`src/rtl/fetch_pkg.sv`:
```
// fetch_pkg: shared types for the instruction-fetch stage.
package fetch_pkg;
  typedef struct packed {
    logic [31:0] pc;
    logic [31:0] instr;
  } fetch_entry_t;
  typedef enum logic {RUN, WAIT_JUMP} fetch_state_t;
endpackage

```
`src/rtl/fetch_queue.sv`:
```
// fetch_queue: DEPTH-entry FIFO of fetched words with synchronous clear and flop-backed head.
module fetch_queue
  import fetch_pkg::*;
#(
  parameter int DEPTH = 4,
  localparam int AW = $clog2(DEPTH),
  localparam int CW = AW + 1
) (
  input  logic         clk,
  input  logic         rst,
  input  logic         i_clr,
  input  logic         i_push,
  input  fetch_entry_t i_din,
  input  logic         i_pop,
  output logic [CW-1:0] o_count,
  output fetch_entry_t o_head
);
  logic [AW-1:0] r_wr, r_rd;
  logic [CW-1:0] r_count;
  fetch_entry_t  r_mem [DEPTH];
  always_ff @(posedge clk or posedge rst) begin
    if (rst) begin
      r_wr    <= '0;
      r_rd    <= '0;
      r_count <= '0;
      for (int i = 0; i < DEPTH; i++) r_mem[i] <= '0;
    end else if (i_clr) begin
      r_wr    <= '0;
      r_rd    <= '0;
      r_count <= '0;
    end else begin
      if (i_push) begin
        r_mem[r_wr] <= i_din;
        r_wr        <= r_wr + 1'b1;
      end
      if (i_pop) r_rd <= r_rd + 1'b1;
      r_count <= r_count + CW'(i_push) - CW'(i_pop);
    end
  end
  assign o_count = r_count;
  assign o_head  = r_mem[r_rd];
endmodule

```
`src/rtl/fetch_unit.sv`:
```
// fetch_unit: PC-driven instruction fetch with tag pipe, credit-limited issue and redirect handling.
// Optional FETCH_PERF_EN adds pop/stall/flush counters.
module fetch_unit
  import fetch_pkg::*;
#(
  parameter int IMEM_LATENCY = 1,
  parameter int DEPTH        = 4,
  parameter int ADDR_W       = 16
) (
  input  logic              clk,
  input  logic              rst,
  input  logic [31:0]       pc_in,
  input  logic              jump_finish,
  output logic              pc_advance,
  input  logic              flush,
  output logic              imem_en,
  output logic [ADDR_W-1:0] imem_addr,
  input  logic [31:0]       imem_rdata,
  output logic              if_valid,
  input  logic              if_ready,
  output logic [31:0]       if_instr,
  output logic [31:0]       if_pc
`ifdef FETCH_PERF_EN
  ,
  output logic [31:0]       perf_fetch_cnt,
  output logic [31:0]       perf_stall_cnt,
  output logic [31:0]       perf_flush_cnt
`endif
);
  localparam int CW = $clog2(DEPTH) + 1;
  fetch_state_t r_state, w_state_nxt;
  logic [IMEM_LATENCY-1:0] r_tag_v;
  logic [31:0]             r_tag_pc [IMEM_LATENCY];
  logic [CW-1:0]           w_count;
  logic [CW:0]             w_inflight;
  logic                    w_issue, w_pop;
  fetch_entry_t            w_head;
  always_comb begin
    w_inflight = '0;
    for (int i = 0; i < IMEM_LATENCY; i++) w_inflight = w_inflight + (CW+1)'(r_tag_v[i]);
  end
  // credit counts only registered occupancy so a same-cycle pop never lets us overrun
  assign w_issue    = !rst && r_state == RUN && !flush && ({1'b0, w_count} + w_inflight) < (CW+1)'(DEPTH);
  assign imem_en    = w_issue;
  assign pc_advance = w_issue;
  assign imem_addr  = pc_in[ADDR_W-1:0];
  assign w_pop      = if_valid && if_ready;
  always_comb begin
    w_state_nxt = flush ? WAIT_JUMP : (r_state == WAIT_JUMP && jump_finish) ? RUN : r_state;
  end
  always_ff @(posedge clk or posedge rst) begin
    if (rst) r_state <= RUN;
    else     r_state <= w_state_nxt;
  end
  always_ff @(posedge clk or posedge rst) begin
    if (rst) begin
      r_tag_v <= '0;
      for (int i = 0; i < IMEM_LATENCY; i++) r_tag_pc[i] <= '0;
    end else begin
      r_tag_v[0]  <= w_issue;
      r_tag_pc[0] <= pc_in;
      for (int i = 1; i < IMEM_LATENCY; i++) begin
        r_tag_v[i]  <= r_tag_v[i-1];
        r_tag_pc[i] <= r_tag_pc[i-1];
      end
      if (flush) r_tag_v <= '0;
    end
  end
  fetch_queue #(.DEPTH(DEPTH)) u_queue (
    .clk     (clk),
    .rst     (rst),
    .i_clr   (flush),
    .i_push  (r_tag_v[IMEM_LATENCY-1]),
    .i_din   ('{pc: r_tag_pc[IMEM_LATENCY-1], instr: imem_rdata}),
    .i_pop   (w_pop),
    .o_count (w_count),
    .o_head  (w_head)
  );
  assign if_valid = w_count != '0;
  assign if_instr = w_head.instr;
  assign if_pc    = w_head.pc;
`ifdef FETCH_PERF_EN
  always_ff @(posedge clk or posedge rst) begin
    if (rst) begin
      perf_fetch_cnt <= '0;
      perf_stall_cnt <= '0;
      perf_flush_cnt <= '0;
    end else begin
      if (w_pop) perf_fetch_cnt <= perf_fetch_cnt + 1'b1;
      if (if_valid && !if_ready) perf_stall_cnt <= perf_stall_cnt + 1'b1;
      if (flush) perf_flush_cnt <= perf_flush_cnt + 1'b1;
    end
  end
`endif
endmodule
```
`config.mk`:
```
export PLATFORM = sky130hd
export DESIGN_NAME = fetch_unit
export DESIGN_NICKNAME = d
export VERILOG_FILES = /design/src/rtl/fetch_pkg.sv /design/src/rtl/fetch_queue.sv /design/src/rtl/fetch_unit.sv
export SDC_FILE = /design/constraint.sdc
export NUM_CORES = 1
export LEC_CHECK = 0
export BUFFER_PORTS_ARGS = -buffer_cell sky130_fd_sc_hd__buf_2
export CAP_MARGIN = 20
export CORE_ASPECT_RATIO = 1.1
export CORE_MARGIN = 2
export CORE_UTILIZATION = 53
export DETAILED_ROUTE_END_ITERATION = 12
export HOLD_SLACK_MARGIN = 0.06
export PLACE_DENSITY_LB_ADDON = 0.12
export REMOVE_ABC_BUFFERS = 1
export SLEW_MARGIN = 15
export SYNTH_ARGS = -nofsm -noshare
export SYNTH_HDL_FRONTEND = slang
export SYNTH_SLANG_ARGS = --single-unit
export TNS_END_PERCENT = 100
```
`constraint.sdc`:
```
create_clock -name clk -period 8.9 [get_ports clk]
set_input_delay 1.335 -clock clk [delete_from_list [all_inputs] [get_ports clk]]
set_output_delay 1.335 -clock clk [all_outputs]
set_load 0.005 [all_outputs]
```
; Word-level counts from Yosys, hierarchy flattened
; Index checks and enable logic that the tools add are counted.
[totals]
reg_bits = 297
inputBits = 69
output_inout_bits = 83
elab_cells = 54
[classes]
n_addsub = 5
magnitude_cmp = 4
mux = 14
n_bitwise = 4
n_reduce_logical = 13
[ops]
columns = cell, n
row1 = bitwise mux 256 bit, 1
row2 = two-way mux 64 bit, 3
row3 = binary-select mux 64 bit (select 2 bit), 1
row4 = demux 64 bit (select 2 bit), 1
row5 = two-way mux 2 bit, 4
row6 = >= comparator 3 bit (second input constant), 2
row7 = logical AND 1 bit, 6
row8 = NOT 2 -> 3 bit, 2
row9 = nonzero test 2 bit, 3
row10 = adder 2 x 1 -> 2 bit (second input constant), 2
row11 = adder 3 x 1 -> 4 bit, 1
row12 = < comparator 4 x 3 -> 1 bit (second input constant), 1
row13 = adder 3 x 1 -> 3 bit, 1
row14 = < comparator 3 x 1 -> 1 bit (second input constant), 1
row15 = two-way mux 1 bit, 3
row16 = two-way mux 3 bit, 1
row17 = nonzero test 3 bit, 1
row18 = subtractor 3 x 1 -> 3 bit, 1
row19 = zero test 1 bit, 2
row20 = NOT 1 bit, 2
row21 = AND reduction 2 bit, 1

; Logic depth before layout (Yosys ltp)
; Gate-level depths: netlist of the first run.
[logic_depth]
word_depth = 6
depth_mapped = 8
depth_no_buf = 8

; By module
; A second synthesis of the first run with hierarchy kept.
[hier_totals]
cells_unflattened = 717
area_unflattened_um2 = 13530.5
[by_module_without_submodules]
columns = mod, n_inst, cells_each, area_per_inst_um2, seq_area_each_um2
row1 = fetch_queue, 1, 658, 12500.7, 6581.3
row2 = fetch_unit, 1, 59, 1029.7, 850.8

; Worst setup path before layout of the first run
; Ideal clock, no wire load.
[synth_path]
path_kind = input-to-output
startpoint = input flush
endpoint = output pc_advance
arrival_ns = 2.097
required_ns = 7.565
setup_slack_ns = 5.468
stages = 3
path_buffers = 2
cell_sequence = clkbuf_1 > nor4_1 > buf_4
[synth_between]
elab_chain_cells = 3
[synth_rtl]
columns = element, line
row1 = "start, declared", fetch_unit.sv:15  ; input logic flush,
row2 = zero test 1 bit, fetch_unit.sv:43  ; assign w_issue = !rst && r_state == RUN && !flush && ({1'b0, w_count} + w_inflight) < (CW+1)'(DEPTH);
row3 = logical AND 1 bit (2 in series), fetch_unit.sv:43
row4 = "end, declared", fetch_unit.sv:14  ; output logic pc_advance,
; Every way passes these cells.

; Final worst setup path of the first run
[layout_path]
startpoint = register u_queue.r_rd[1]
endpoint = output if_instr[12]
[layout_between]
elab_chain_cells = 4
[layout_rtl]
columns = element, line
row1 = "start, declared", fetch_queue.sv:18  ; logic [AW-1:0] r_wr, r_rd;
row2 = "start signal, assigned", fetch_queue.sv:36  ; if (i_pop) r_rd <= r_rd + 1'b1;
row3 = NOT 2 -> 3 bit (not written as such), fetch_queue.sv:41  ; assign o_head = r_mem[r_rd];
row4 = binary-select mux 64 bit (select 2 bit), fetch_queue.sv:41
row5 = two-way mux 64 bit (not written as such) (2 in series), fetch_queue.sv:41
row6 = "end, declared", fetch_unit.sv:21  ; output logic [31:0] if_instr,
; Every way passes these cells. The select of a mux whose other input is x is not followed.

==> impl_metrics.tcl, run 1 <==
set metrics [dict create \
    run_status "finished clean" \
    wl_microns 27000 \
    r2r-start "r_tag_v$_DFF_PP0_" \
    clkPwrFrac 0.323 \
    cts_buffers 31 \
    setup_viol 0 \
    postCtsHoldBufs 0 \
    p_seq_frac 0.437 \
    synth.most_common_cell "dfrtp_1" \
    clk_pin_slew_ns 0.06 \
    tns_ns 0 \
    yosys-top-cells-count "dfrtp_1, mux2_4, mux4_2, buf_6, buf_4" \
    synth_top_area_frac 0.552 \
    post-route-util 0.608 \
    die_w_microns 156 \
    antenna_cells 0 \
    worst_hold_path_type "flop to flop" \
    finalHoldViolCount 0 \
    grt_use_total 0.209 \
    place_ws_ns 5.21 \
    synth_cell_types 24 \
    critPathRequiredTime_ns 7.57 \
    yosysWarnings 0 \
    critPathBufInv 2 \
    rrSetupSlack_ns 6.24 \
    start_util 0.537 \
    fin_nets 929 \
    critPathLaunchType "flop" \
    port_buffers 151 \
    cts_max_level 1 \
    netlist.top_cell.by_area "dfrtp_1" \
    die_height_microns 171 \
    endpoint_kind "output pin" \
    worst_r2r_path_depth 4 \
    io_pins 152 \
    fp-row-count 61 \
    internal-power_mw 2.88 \
    postCtsSetupBuffers 0 \
    cp_top_family "flip-flops" \
    drive_gt1_frac 0.618 \
    grt_setup_unrepaired "false" \
    max_clock_freq_mhz 241 \
    firstDrtPassIters 6 \
    vias 6713 \
    synth-seq-cells 297 \
    synthTopCellsByArea "dfrtp_1, mux2_4, mux4_2" \
    p_per_area_nw_per_um2 255 \
    cp-startpoint "u_queue.r_rd[1]$_DFFE_PP0P_" \
    path_depth 3 \
    core-area_sq_um 25100 \
    drc_errors 0 \
    ys.flop_type "dfrtp_1" \
    area_growth_pct 13.4 \
    yosysSeqAreaShare 0.552 \
    p_leak_nw 8.04 \
    period_share 0.466 \
    cp_data_arrival_time_ns 2.81 \
    antenna_left 0 \
    synth_edf_count 0 \
    gp_congestion 0.769 \
    r2r-end "u_queue.r_mem[203]$_DFFE_PP0P_" \
    power.switching_mw 1.02 \
    fin_skew_ns 0.0143 \
    grt_max_degree 159 \
    cts_resized 0 \
    max_stage_delay_ns 0.82 \
    worst_slack_ns 4.75 \
    netSwitchingFraction 0.261 \
    post_drt_via_cell_ratio 5.64 \
    relSlewSlack 0.258 \
    worst_pin_slew_ns 1.11 \
    cts_tree "yes" \
    maxCapViolCount 0 \
    grt_pass1_wl_microns 43400 \
    synth_cells 715 \
    synthArstFlopShare 1.00 \
    insertion_delay_ns 0.54 \
    worstSetupPathType "flop to output pin" \
    wl_per_cell_microns 22.7 \
    path_max_fanout 35 \
    maxSlewViolCount 0 \
    path_cells "buf_4, mux4_2, buf_2" \
    fillers 1805 \
    grt_pass1_vias 7497 \
    ir_drop_v 0.000132 \
    drt_iter0_drc 328 \
    antenna_found_initial 1 \
    syn-cell-area_sq_um 13500 \
    crit_path_top_delay_cell "dfrtp_4" \
    dieArea_sq_um 26700 \
    clkSinkCount 297 \
    combPwrFrac 0.241 \
    syn_avg_cell_area_sq_um 18.8 \
    finalCriticalPeriod_ns 4.15 \
    gr-total-overflow 0 \
    dp_hpwl_microns 16100 \
    cts_root_buffer "clkbuf_16" \
    cp-endpoint "if_instr[12]" \
    clk_path_buf_depth 3 \
    timing.hold.ws_ns 0.465 \
]
power groups by stage:
stage	Sequential [mW]	Combinational, mW	Clock [mW]
2_1_floorplan	1.69	0.627	0
3_3_place_gp	1.71	0.934	0
3_5_place_dp	1.72	0.955	0
4_1_cts	1.71	0.962	1.29
5_1_grt	1.73	1.02	1.35
6_report	1.70	0.940	1.26
state kept, by name (all words and copies together), names as in the netlist:
| name | count |
|---|---|
| r_state | 1 |
| r_tag_pc | 32 |
| r_tag_v | 1 |
| u_queue.o_count | 3 |
| u_queue.r_mem | 256 |
| u_queue.r_rd | 2 |
| u_queue.r_wr | 2 |
metrics by stage:
step,instances,power (mW),area (sq um)
floorplan,658,2.32,13000
global placement,1132,2.64,14200
detailed placement,1133,2.68,14200
CTS,1190,3.96,15200
global route,1191,4.10,15300
finish,1191,3.90,15300
layout by cell type, fill, tap and decap left out:
cell type / count
dfrtp_1: 295
mux2_4: 240
buf_2: 151
mux4_2: 64
clkbuf_16: 31
mux2_2: 16
clkinv_2: 9
clkbuf_8: 9
buf_4: 8
ha_1: 7
inv_1: 6
nor2_1: 6
nand2_4: 4
clkbuf_1: 4
xnor2_1: 3
clkinvlp_4: 3
nor2b_1: 2
mux2i_1: 2
nor4_1: 2
dfrtp_4: 2
o31a_1: 1
or3_1: 1
o211ai_1: 1
and4b_1: 1
clkinv_8: 1
o311ai_0: 1
xor2_1: 1
a21o_1: 1
fa_1: 1
bufinv_16: 1
buf_12: 1
buf_16: 1
layout make-up:
cell class	instances	area (sq um)	share of cell area
timing repair buffer	161	863	0.0565
clock inverter	13	97.6	0.00639
sequential	297	7440	0.487
clock buffer	44	915	0.0599
multi-input combinational	354	5530	0.362
tap	315	394	0.0258
inverter	7	38.8	0.00254
worst min path at each step:
stage                                   start                end  cells after the start
after floorplan           r_state$_DFFE_PP0P_  r_tag_v$_DFF_PP0_                      1
after global placement    r_state$_DFFE_PP0P_  r_tag_v$_DFF_PP0_                      1
after detailed placement  r_state$_DFFE_PP0P_  r_tag_v$_DFF_PP0_                      1
after CTS                 r_state$_DFFE_PP0P_  r_tag_v$_DFF_PP0_                      1
after global routing      r_state$_DFFE_PP0P_  r_tag_v$_DFF_PP0_                      1
final                     r_state$_DFFE_PP0P_  r_tag_v$_DFF_PP0_                      1
cells by family after synthesis:
kind of cell / Yosys count / synth area share
AO/OA/AOI/OAI: 4 / 0.00241
XOR/XNOR: 4 / 0.00260
adder cells (fa/ha/maj): 8 / 0.00799
buffers and inverters: 64 / 0.0381
flip-flops: 297 / 0.552
multiplexers: 322 / 0.389
AND/OR/NAND/NOR: 16 / 0.00808
routing by layer:
layer  track usage  wire [microns]  up-vias
li1              -               -     2882
met1         0.298           11700     3640
met2         0.339           13600      153
met3        0.0378            1400       36
met4        0.0463             378        2
met5             0              13        -
Power figures use the tool's default switching activity.
==> run 2, diff against run 1 <==
- CORE_UTILIZATION: 53 -> 59
- clock period: 8.9 -> 4.24 ns (I/O delays scaled with it)
==> run 2 against run 1 <==
  * Count of clock-buffer cells in the layout increased by 1
  * Clock power increased by 110%
  * Global-route usage increased by 2.2 points
  * Via count decreased by 0.30%
  * Sequential power increased by 110%
  * Total power increased by 110%
  * Largest cell class unchanged
  * Cell count decreased by 0.92%
==> impl_metrics.tcl, run 2 (synthesis results as in run 1) <==
set metrics [dict create \
    run_status "finished clean" \
    clkSinkCount 297 \
    firstDrtPassIters 4 \
    combPwrFrac 0.245 \
    grt_most_used_layer "met2" \
    wl_microns 26700 \
    start_util 0.595 \
    antenna_left 0 \
    power.switching_mw 2.15 \
    r2r-start "r_tag_v$_DFF_PP0_" \
    relSlewSlack 0.483 \
    core-area_sq_um 22600 \
    gp_congestion 0.743 \
    clkPwrFrac 0.320 \
    p_seq_frac 0.435 \
    drc_errors 0 \
    path_depth 3 \
    cts_tree "yes" \
    cts_root_buffer "clkbuf_16" \
    timing.hold.ws_ns 0.198 \
    internal-power_mw 6.08 \
    use_met3 0.0319 \
    path_cells "buf_4, mux4_2, buf_2" \
    rrSetupSlack_ns 1.70 \
    critPathRequiredTime_ns 3.60 \
    max_stage_delay_ns 0.83 \
    globalRouteMet1Util 0.333 \
    largest_reg_flops 256 \
    postCtsHoldBufs 0 \
    finalCriticalPeriod_ns 3.12 \
    critPathLaunchType "flop" \
    cts_max_level 1 \
    cp-startpoint "u_queue.r_rd[1]$_DFFE_PP0P_" \
    cp_top_family "flip-flops" \
    grt_pass1_vias 7646 \
    final_common_cell "dfrtp_1" \
    cp-endpoint "if_instr[28]" \
    cts_buffers 31 \
    path_max_fanout 31 \
    crit_path_top_delay_cell "dfrtp_4" \
    vias 6693 \
    fp-row-count 58 \
    die_w_microns 148 \
    maxSlewViolCount 0 \
    dp_hpwl_microns 16500 \
    drive_gt1_frac 0.613 \
    regMostFlops "u_queue.r_mem" \
    ir_drop_v 0.000472 \
    drt_iter0_drc 325 \
    met2_usage 0.377 \
    critPathBufInv 2 \
    grt_use_total 0.230 \
    final_cell_mix "dfrtp_1, mux2_4, buf_2" \
    cts_resized 0 \
    worst_r2r_path_depth 4 \
    io_pins 152 \
    worst_pin_slew_ns 0.776 \
    grt_setup_unrepaired "false" \
    port_buffers 151 \
    p_leak_nw 8.06 \
    grt_max_degree 112 \
    period_share 0.736 \
    area_growth_pct 13.5 \
    tns_ns 0 \
    worstSetupPathType "flop to output pin" \
    wl_per_cell_microns 22.6 \
    clk_path_buf_depth 3 \
    grt_pass1_wl_microns 43600 \
    setup_viol 0 \
    postCtsSetupBuffers 0 \
    dieArea_sq_um 24100 \
    max_clock_freq_mhz 320 \
    antenna_found_initial 2 \
    clk_pin_slew_ns 0.06 \
    fin_skew_ns 0.0106 \
    maxCapViolCount 0 \
    fin_nets 933 \
    p_per_area_nw_per_um2 538 \
    r2r-end "u_queue.r_mem[159]$_DFFE_PP0P_" \
    finalHoldViolCount 0 \
    post_drt_via_cell_ratio 5.67 \
    netSwitchingFraction 0.261 \
    die_height_microns 162 \
    endpoint_kind "output pin" \
    insertion_delay_ns 0.55 \
    gr-total-overflow 0 \
    cp_data_arrival_time_ns 2.48 \
    worst_hold_path_type "primary input to flop" \
]
==> run 2: changes by cell type in the layout (fill, tap and decap cells not counted), moves of 3 or more <==
cell	change
buf_12	+4
clkbuf_1	+5
clkbuf_8	-4
clkinvlp_4	-3
==> run 2: power groups by stage <==
stage                     clock network [mW]  registers [mW]  logic (mW)
after detailed placement                   0            3.62        2.03
after global placement                     0            3.58        1.98
after CTS                               2.68            3.58        2.05
after floorplan                            0            3.55        1.32
final                                   2.63            3.58        2.01
after global routing                    2.81            3.64        2.17
==> run 2: final cells by class <==
| class | count | area (sq um) |
|---|---|---|
| flip-flops and latches | 297 | 7440 |
| fillers | 1549 | 7350 |
| multi-input cells | 354 | 5530 |
| repair buffers | 165 | 923 |
| clock buffers | 45 | 878 |
| well taps | 300 | 375 |
| clock inverters | 11 | 109 |
| inverters | 7 | 33.8 |
| diodes | 1 | 2.50 |
==> run 2: stage by stage <==
stage | utilization | std cells | area (sq um) | setup WS (ns) | power (mW)
after floorplan | - | 658 | 13000 | -4.60 | 4.87
after global placement | 0.632 | 1123 | 14300 | 1.43 | 5.56
after detailed placement | 0.632 | 1123 | 14300 | 1.34 | 5.66
after CTS | 0.675 | 1179 | 15300 | 1.06 | 8.31
after global routing | 0.675 | 1179 | 15300 | 1.00 | 8.61
final | 0.675 | 1180 | 15300 | 1.12 | 8.23
==> run 2: routing by layer <==
layer / share of wire / routed length [microns]
met3: 0.037 / 978
met2: 0.50 / 13300
met1: 0.45 / 11900
met5: 0.00049 / 13
met4: 0.018 / 490
==> run 2: how the worst min path moves through the flow <==
stage,start,end,slack [ns],cells past startpoint
after CTS,pc_in[17],r_tag_pc[17]$_DFF_PP0_,0.17,1
after floorplan,r_state$_DFFE_PP0P_,r_tag_v$_DFF_PP0_,0.43,1
final,pc_in[30],r_tag_pc[30]$_DFF_PP0_,0.20,1
after detailed placement,r_state$_DFFE_PP0P_,r_tag_v$_DFF_PP0_,0.48,1
after global placement,r_state$_DFFE_PP0P_,r_tag_v$_DFF_PP0_,0.45,1
after global routing,pc_in[30],r_tag_pc[30]$_DFF_PP0_,0.18,1
